[src/rtl/cu_pkg.sv]
// cu_pkg: shared types and encodings for the MIPS-8 multi-cycle control unit
package cu_pkg;
  typedef enum logic [2:0] {
    S_FETCH, S_DECODE, S_EXEC, S_MEM, S_WB, S_BR, S_HALT
  } state_e;
  localparam logic [3:0] OP_NOP  = 4'h0;
  localparam logic [3:0] OP_ADD  = 4'h1;
  localparam logic [3:0] OP_SUB  = 4'h2;
  localparam logic [3:0] OP_AND  = 4'h3;
  localparam logic [3:0] OP_OR   = 4'h4;
  localparam logic [3:0] OP_XOR  = 4'h5;
  localparam logic [3:0] OP_ADDI = 4'h6;
  localparam logic [3:0] OP_SHL  = 4'h7;
  localparam logic [3:0] OP_SHR  = 4'h8;
  localparam logic [3:0] OP_LW   = 4'h9;
  localparam logic [3:0] OP_SW   = 4'hA;
  localparam logic [3:0] OP_BEQ  = 4'hB;
  localparam logic [3:0] OP_BNE  = 4'hC;
  localparam logic [3:0] OP_J    = 4'hD;
  localparam logic [3:0] OP_BCS  = 4'hE;
  localparam logic [3:0] OP_HALT = 4'hF;
  localparam logic [4:0] ALU_ADD = 5'd0;
  localparam logic [4:0] ALU_SUB = 5'd1;
  localparam logic [4:0] ALU_AND = 5'd2;
  localparam logic [4:0] ALU_OR  = 5'd3;
  localparam logic [4:0] ALU_XOR = 5'd4;
  localparam logic [4:0] ALU_SHL = 5'd6;
  localparam logic [4:0] ALU_SHR = 5'd7;
  localparam logic [1:0] SELB_REG  = 2'd0;
  localparam logic [1:0] SELB_IMM  = 2'd1;
  localparam logic [1:0] SELB_ZERO = 2'd2;
  localparam logic [1:0] PC_HOLD   = 2'd0;
  localparam logic [1:0] PC_INC    = 2'd1;
  localparam logic [1:0] PC_JUMP   = 2'd2;
  localparam logic [1:0] PC_BRANCH = 2'd3;
  localparam logic [1:0] ERR_NONE    = 2'd0;
  localparam logic [1:0] ERR_TIMEOUT = 2'd1;
  localparam logic [1:0] ERR_STATE   = 2'd2;
  typedef struct packed {
    logic [4:0] alu_op;
    logic [1:0] sel_b;
    logic       is_mem;
    logic       is_load;
    logic       is_branch;
    logic       sel_d;
    logic       sel_aw;
    logic       taken;
  } ctrl_t;
endpackage

[src/rtl/cu_decode.sv]
// cu_decode: opcode to control-word table, including branch resolution on captured flags
module cu_decode
  import cu_pkg::*;
(
  input  logic [3:0] opc_i,
  input  logic       co_i,
  input  logic       z_i,
  output ctrl_t      ctrl_o
);
  always_comb begin
    ctrl_o = '0;
    case (opc_i)
      OP_SUB: ctrl_o.alu_op = ALU_SUB;
      OP_AND: ctrl_o.alu_op = ALU_AND;
      OP_OR:  ctrl_o.alu_op = ALU_OR;
      OP_XOR: ctrl_o.alu_op = ALU_XOR;
      OP_ADDI: begin
        ctrl_o.sel_b  = SELB_IMM;
        ctrl_o.sel_aw = 1'b1;
      end
      OP_SHL: begin
        ctrl_o.alu_op = ALU_SHL;
        ctrl_o.sel_b  = SELB_IMM;
      end
      OP_SHR: begin
        ctrl_o.alu_op = ALU_SHR;
        ctrl_o.sel_b  = SELB_IMM;
      end
      OP_LW: begin
        ctrl_o.sel_b   = SELB_IMM;
        ctrl_o.is_mem  = 1'b1;
        ctrl_o.is_load = 1'b1;
        ctrl_o.sel_d   = 1'b1;
        ctrl_o.sel_aw  = 1'b1;
      end
      OP_SW: begin
        ctrl_o.sel_b  = SELB_IMM;
        ctrl_o.is_mem = 1'b1;
      end
      OP_BEQ: begin
        ctrl_o.alu_op    = ALU_SUB;
        ctrl_o.is_branch = 1'b1;
        ctrl_o.taken     = z_i;
      end
      OP_BNE: begin
        ctrl_o.alu_op    = ALU_SUB;
        ctrl_o.is_branch = 1'b1;
        ctrl_o.taken     = !z_i;
      end
      OP_BCS: begin
        ctrl_o.alu_op    = ALU_SUB;
        ctrl_o.is_branch = 1'b1;
        ctrl_o.taken     = co_i;
      end
      default: ;
    endcase
  end
endmodule

[src/rtl/cu_fsm.sv]
// cu_fsm: multi-cycle FETCH/DECODE/EXEC/MEM/WB control unit for the 8-bit MIPS data unit
module cu_fsm
  import cu_pkg::*;
#(
  parameter int ALU_OP_W    = 5,
  parameter int MEM_TIMEOUT = 15
) (
  input  logic                clk,
  input  logic                rst,
  input  logic [11:0]         instruction,
  input  logic                co,
  input  logic                ov,
  input  logic                z,
  input  logic                coMI,
  input  logic                memReady,
  output logic [ALU_OP_W-1:0] opALU,
  output logic [1:0]          selB,
  output logic [1:0]          selAddrMI,
  output logic                selAw,
  output logic                selD,
  output logic                wR,
  output logic                irWe,
  output logic                memRe,
  output logic                memWe,
  output logic                halted,
  output logic [1:0]          err,
  output logic                pcWrap
);
  localparam int CW = $clog2(MEM_TIMEOUT + 1);
  state_e      state_q;
  logic [3:0]  opc_q;
  logic [CW-1:0] cnt_q;
  logic        co_q, ov_q, z_q, wrap_q;
  logic [1:0]  err_q;
  logic [3:0]  op_live;
  ctrl_t       ctrl;
  logic        unused_bits;
  assign op_live     = instruction[11:8];
  assign unused_bits = ^{instruction[7:0], ov_q};
  cu_decode u_decode (
    .opc_i  (opc_q),
    .co_i   (co_q),
    .z_i    (z_q),
    .ctrl_o (ctrl)
  );
  always_ff @(posedge clk) begin
    if (!rst) begin
      state_q <= S_FETCH;
      opc_q   <= OP_NOP;
      cnt_q   <= '0;
      co_q    <= 1'b0;
      ov_q    <= 1'b0;
      z_q     <= 1'b0;
      err_q   <= ERR_NONE;
      wrap_q  <= 1'b0;
    end else begin
      case (state_q)
        S_FETCH: begin
          wrap_q  <= wrap_q | coMI;
          state_q <= S_DECODE;
        end
        S_DECODE: begin
          opc_q   <= op_live;
          state_q <= op_live == OP_HALT ? S_HALT :
                     (op_live == OP_NOP || op_live == OP_J) ? S_FETCH : S_EXEC;
        end
        S_EXEC: begin
          co_q    <= co;
          ov_q    <= ov;
          z_q     <= z;
          cnt_q   <= '0;
          state_q <= ctrl.is_mem ? S_MEM : ctrl.is_branch ? S_BR : S_WB;
        end
        S_MEM: begin
          if (memReady) state_q <= ctrl.is_load ? S_WB : S_FETCH;
          else if (cnt_q == CW'(MEM_TIMEOUT - 1)) begin
            err_q   <= ERR_TIMEOUT;
            state_q <= S_HALT;
          end else cnt_q <= cnt_q + CW'(1);
        end
        S_WB, S_BR: state_q <= S_FETCH;
        S_HALT: ;
        default: begin
          err_q   <= ERR_STATE;
          state_q <= S_HALT;
        end
      endcase
    end
  end
  // ALU controls stay asserted through MEM and WB so the address and result hold
  logic [4:0] op_alu;
  always_comb begin
    op_alu    = ALU_ADD;
    selB      = SELB_REG;
    selAddrMI = PC_HOLD;
    selAw     = 1'b0;
    selD      = 1'b0;
    wR        = 1'b0;
    irWe      = 1'b0;
    memRe     = 1'b0;
    memWe     = 1'b0;
    halted    = 1'b0;
    if (rst) begin
      case (state_q)
        S_FETCH: begin
          irWe      = 1'b1;
          selAddrMI = PC_INC;
        end
        S_DECODE: selAddrMI = op_live == OP_J ? PC_JUMP : PC_HOLD;
        S_EXEC: begin
          op_alu = ctrl.alu_op;
          selB   = ctrl.sel_b;
        end
        S_MEM: begin
          op_alu = ctrl.alu_op;
          selB   = ctrl.sel_b;
          memRe  = ctrl.is_load;
          memWe  = !ctrl.is_load;
        end
        S_WB: begin
          op_alu = ctrl.alu_op;
          selB   = ctrl.sel_b;
          wR     = 1'b1;
          selD   = ctrl.sel_d;
          selAw  = ctrl.sel_aw;
        end
        S_BR: selAddrMI = ctrl.taken ? PC_BRANCH : PC_HOLD;
        S_HALT: halted = 1'b1;
        default: ;
      endcase
    end
  end
  assign opALU  = ALU_OP_W'(op_alu);
  assign err    = err_q;
  assign pcWrap = wrap_q;
endmodule

[config.mk]
export PLATFORM = sky130hd
export DESIGN_NAME = cu_fsm
export DESIGN_NICKNAME = d
export VERILOG_FILES = /design/src/rtl/cu_pkg.sv /design/src/rtl/cu_decode.sv /design/src/rtl/cu_fsm.sv
export SDC_FILE = /design/constraint.sdc
export NUM_CORES = 1
export LEC_CHECK = 0
export ABC_AREA = 1
export ABC_CLOCK_PERIOD_IN_PS = 2900
export CORE_UTILIZATION = 47
export CTS_BUF_LIST = sky130_fd_sc_hd__clkbuf_4 sky130_fd_sc_hd__clkbuf_8 sky130_fd_sc_hd__clkbuf_16
export CTS_CLUSTER_SIZE = 16
export DETAILED_ROUTE_END_ITERATION = 12
export GPL_TIMING_DRIVEN = 0
export PLACE_DENSITY = 0.9
export SETUP_SLACK_MARGIN = 0.15
export SYNTH_ARGS = -nofsm -noshare
export SYNTH_HDL_FRONTEND = slang
export SYNTH_SLANG_ARGS = --single-unit
export TNS_END_PERCENT = 30
[constraint.sdc]
create_clock -name clk -period 2.9 [get_ports clk]
set_input_delay 0.29 -clock clk [delete_from_list [all_inputs] [get_ports clk]]
set_output_delay 0.29 -clock clk [all_outputs]
set_load 0.01 [all_outputs]
==> impl_metrics.toml <==
[run_status]
outcome = "complete, no violations"

[placement]
dp.final_hpwl_um = 1990
dpl.cell_count = 223
pre_cts_slack_ns = 0.651
gp_congestion = 0.834
io_buffers = 25

[clock_tree]
insertion_delay_ns = 0.28
post_cts_buffers = 0
cts_root_buf = "clkbuf_4"
cts_max_path_buffers = 2
numCtsBuffers = 3
cts_hold_buf = 0
ctsHtreeMaxLevel = 1
clkSlewWorstSetupHoldPaths_ns = 0.09
cts_tree = "yes"
clock-sinks = 16
cts_resized = 0

[timing]
drv_slew = 0
setup_viol = 0
clock.fmax_ghz = 0.442
rsz0062_at_grt = "false"
finalSetupTns_ns = 0
holdWs_ns = 0.470
finClkSkew_ns = 0.00552
fin_crit_sh_pct = 78.0
worst_slack_ns = 0.637
period_needed_ns = 2.26
hold_violations = 0

[setup_path]
critPathLaunchType = "input port"
path_class = "input port to output pin"
endpoint_kind = "output pin"
arrival_ns = 1.97
critPathRequiredTime_ns = 2.61
crit_fanout = 10

[logic_synthesis]
synth_area_um2 = 1040
ys_seq_elements = 16
synth_edf_count = 0
ys.flop_type = "dfxtp_1"
synth_cell_types = 24
synth_area_leaders = "dfxtp_1, nand2_1, inv_1"
yosysMostFrequentCell = "nand2_1"
synthCells = 169
synth_top_cell_area_share_pct = 30.8
synth-seq-area-share_pct = 30.8
avgSynthCellArea_um2 = 6.14
ys_warn_count = 0
yosys-top-cells-count = "nand2_1, inv_1, nor2_1"
yosys.area.top_type = "dfxtp_1"
async_flop_share_pct = 0

[global_route]
grt_start_max_net_pins = 11
grt_use_total_pct = 23.6
grt_pass1_vias = 1085
grt_overflow = 0
antenna_found_initial = 0
grt_pass1_wl_um = 4530

[floorplan]
die_area_um2 = 2400
fp.dieW_um = 49.0
core_area_um2 = 2020
rows = 16
ios = 38
initial_core_util_pct = 51.4
die_h_um = 49.0

[final_layout]
num_antenna_cells = 0
drive_gt1_share_pct = 8.00
fin_nets = 222
fin_util_pct = 67.6
area_delta_synth_final_pct = 31.6
fin_cells = 227

[detailed_routing]
dr.pass1.iters = 4
avgViaCountPerCell = 4.99
vias = 1132
drtAntennaViolNets = 0
routed_wl_um = 2470
wire_per_inst_um = 10.9
drt_iter0_drc = 27
drc = 0

[hold_path]
hold_class = "register to register"

[run]
drv_cap = 0

[power_and_ir_drop]
ir_worst_vdd_v = 0.000304
leakage_nw = 0.631
power_density_nw_per_um2 = 439
## path summary, 6_finish.rpt
check           start        to  slack, ns  cells after the start
min reg2reg    pcWrap    pcWrap       0.47                      2
max reg2reg  cnt_q[0]  cnt_q[1]       1.58                      6
min            pcWrap    pcWrap       0.47                      2
max               rst    halted       0.64                      5
## critical path, cell delays in order
cell             delay [ns]
clkdlybuf4s50_1        0.55
inv_1                  0.08
clkbuf_1               0.24
nor3_1                 0.22
clkdlybuf4s50_1        0.59
## metrics by stage
step                area [um2]  total power [mW]
floorplan                 1050             0.392
global placement          1330             0.454
detailed placement        1330             0.458
CTS                       1370             0.606
global route              1370             0.647
finish                    1370             0.600
## layer usage
metal	share of wire [%]	routed length (um)	track usage [%]
met1	45	1120	31.0
met2	46	1130	40.5
met3	6.7	165	2.18
met4	1.8	44	7.84
met5	0	0	0
## cells in the final DEF, fill, tap and decap left out
cell type,n
nand2_2,2
nand4_1,1
inv_2,2
a21boi_0,2
nand3_4,1
nand2_1,32
dfxtp_1,16
clkbuf_1,2
nor3_2,1
ha_1,2
o21ai_0,9
nand3_1,16
a21oi_1,15
clkdlybuf4s50_1,25
o22ai_1,1
nor2_2,2
o21a_1,1
clkbuf_4,3
nor3_1,5
or2_0,1
conb_1,3
nor2_4,1
nor2_1,26
inv_1,26
buf_4,3
clkbuf_8,1
a31oi_1,1
## layout make-up
type	count	area, um2
fill	184	656
multi-input combinational	122	591
sequential	16	320
timing repair buffer	25	250
inverter	28	105
clock buffer	4	36.3
tap	27	33.8
buffer	5	30.0
## kinds of logic (layout without fill, tap and decap cells)
family | after synthesis | in the layout | share of synthesized area [%]
AND/OR/NAND/NOR | 88 | 88 | 38.4
buffers and inverters | 33 | 62 | 13.0
AO/OA/AOI/OAI | 29 | 29 | 14.9
flip-flops | 16 | 16 | 30.8
adder cells (fa/ha/maj) | 2 | 2 | 2.41
other | 1 | 3 | 0.361
## report_power, final
part	internal (mW)	total, mW	switching [mW]
sequential	0.241	0.268	0.0272
combinational	0.0750	0.186	0.111
clock	0.0764	0.146	0.0694
## state kept, by name, summed over array words and instances (netlist names)
name / count
err: 2
state_q: 3
opc_q: 4
z_q: 1
co_q: 1
cnt_q: 4
pcWrap: 1
No activity file was read; power rests on OpenSTA's default activity.
==> RTL edit: new RTL, same flow settings <==
Set the parameter `ALU_OP_W` to 10 (it was 5).
--- a/src/rtl/cu_fsm.sv
+++ b/src/rtl/cu_fsm.sv
@@ -4,3 +4,3 @@
 #(
-  parameter int ALU_OP_W    = 5,
+  parameter int ALU_OP_W    = 10,
   parameter int MEM_TIMEOUT = 15
Ports: changed (resized opALU); port bits go from 38 to 43. The function was not compared with the original's and may differ.
==> RTL edit against the unedited design <==
First-iteration DRC count up 78%; area after synthesis up 3.6%; routed wire length up 14%; sequential power about the same; power up 2.1%; sequential cell count unchanged; worst setup slack worse by 74 ps; worst hold slack better by 5.9 ps; final area up 4.1%; register-to-register slack worse by 70 ps; via count up 7.2%; largest cell class unchanged; largest power group unchanged.
==> RTL edit: results (changes against the unedited design) <==
post-synthesis xor/xnor area fraction 0 (unchanged); Mapped Cells 174 (was 169); initial antenna violation count 0 (unchanged); met1 Track Usage GR 0.303 (was 0.310); Post-synth EDFFs 0 (unchanged); worst-case reg-to-reg path depth 6 (unchanged); Async SR Flop Fraction 0 (unchanged); clock transition at the registers of the reported paths 90 ps (about the same); outcome finished clean (unchanged); Skew-Pair Late Insertion Delay 280 ps (about the same); Area contributors post-synth dfxtp_1, nand2_1, inv_1 (unchanged); WL met3 172 µm (was 165 µm); share of layout cells above drive strength 1 0.100 (was 0.0800); Internal 397 µW (was 393 µW); Comb power frac 0.322 (was 0.310); largest family of logic cells by synthesized area simple AND/OR/NAND/NOR gates (unchanged); Yosys cell types 24 (unchanged); Hold Crit Class reg -> reg (unchanged); gr busiest metal met2 (unchanged); Seq/Total Area, Yosys 0.298 (was 0.308); Leak 0.674 nW (was 0.631 nW); Final Skew 1.70 ps (was 5.52 ps); initial DRC count 48 (was 27); H-tree depth 1 (unchanged); WL met1 1.18 mm (was 1.12 mm); CTS Buf Count 3 (unchanged); GRT Resource Usage Total 0.257 (was 0.236); arrival time at the worst endpoint 2050 ps (was 1970 ps); CTS-repair resized insts 0 (unchanged); total number of vias 1,213 (was 1,132); grt met3 use 0.0494 (was 0.0218); HPWL Detailed 2.19 mm (was 1.99 mm); CP max FO 10 (unchanged); final WL 2.81 mm (was 2.47 mm); DR DRC count 0 (unchanged); number of global-route vias before repair 1,090 (was 1,085); Port-buffer cells 25 (unchanged); largest net degree at the start of global routing 11 (unchanged); adder-cell share of the synthesized area 0.0233 (was 0.0241); Placed Area 0.00139 mm² (was 0.00133 mm²); Flop+latch power 268 µW (about the same); Inserted Diodes 0 (unchanged); top routing layer in use met4 (unchanged); biggest regs cnt_q x4, opc_q x4, state_q x3 (unchanged); Comb. pwr 198 µW (was 186 µW); Max IR drop VDD 347 µV (was 304 µV); compound-gate portion of the synthesized area 0.144 (was 0.149); Remaining Overflow, GRT 0 (unchanged); DRT antenna net count 0 (unchanged); DP Worst Slack 580 ps (was 651 ps); top cells by count, synth nand2_1, inv_1, nor2_1, dfxtp_1, nand3_1 (unchanged); Final GP Congestion 0.861 (was 0.834); Synth Flop Type dfxtp_1 (unchanged); WL per Instance 11.8 µm (was 10.9 µm); GR Util met2 0.450 (was 0.405); global-route wire length before repair 4.82 mm (was 4.53 mm); met2 WL post-DR 1.37 mm (was 1.13 mm); fillcell total 196 (was 184); Net count, final 232 (was 222)
-- RTL edit: cell types whose count changed in the layout (fill, tap and decap cells not counted), sizes merged --
cell / change
buf: +5
conb: +5
-- RTL edit: area by class of cell --
type                       instances  area (µm²)  share of cell area
buffer                            10        67.6              0.0475
clock buffer                       4        36.3              0.0255
inverter                          28         105              0.0739
multi-input combinational        127         609               0.428
sequential                        16         320               0.225
tap                               27        33.8              0.0237
timing repair buffer              25         250               0.176
-- RTL edit: critical path, stage by stage --
cell	delay, ps
clkdlybuf4s50_1	560
inv_1	80
clkbuf_1	250
nor3_1	290
clkdlybuf4s50_1	580
-- RTL edit: path summary, 6_finish.rpt --
check | from | to | slack (ps)
max | rst | halted | 560
min | pcWrap$_SDFFE_PN0P_ | pcWrap$_SDFFE_PN0P_ | 480
max reg2reg | opc_q[3]$_SDFFE_PN0P_ | state_q[2]$_SDFFE_PN0P_ | 1510
min reg2reg | pcWrap$_SDFFE_PN0P_ | pcWrap$_SDFFE_PN0P_ | 480
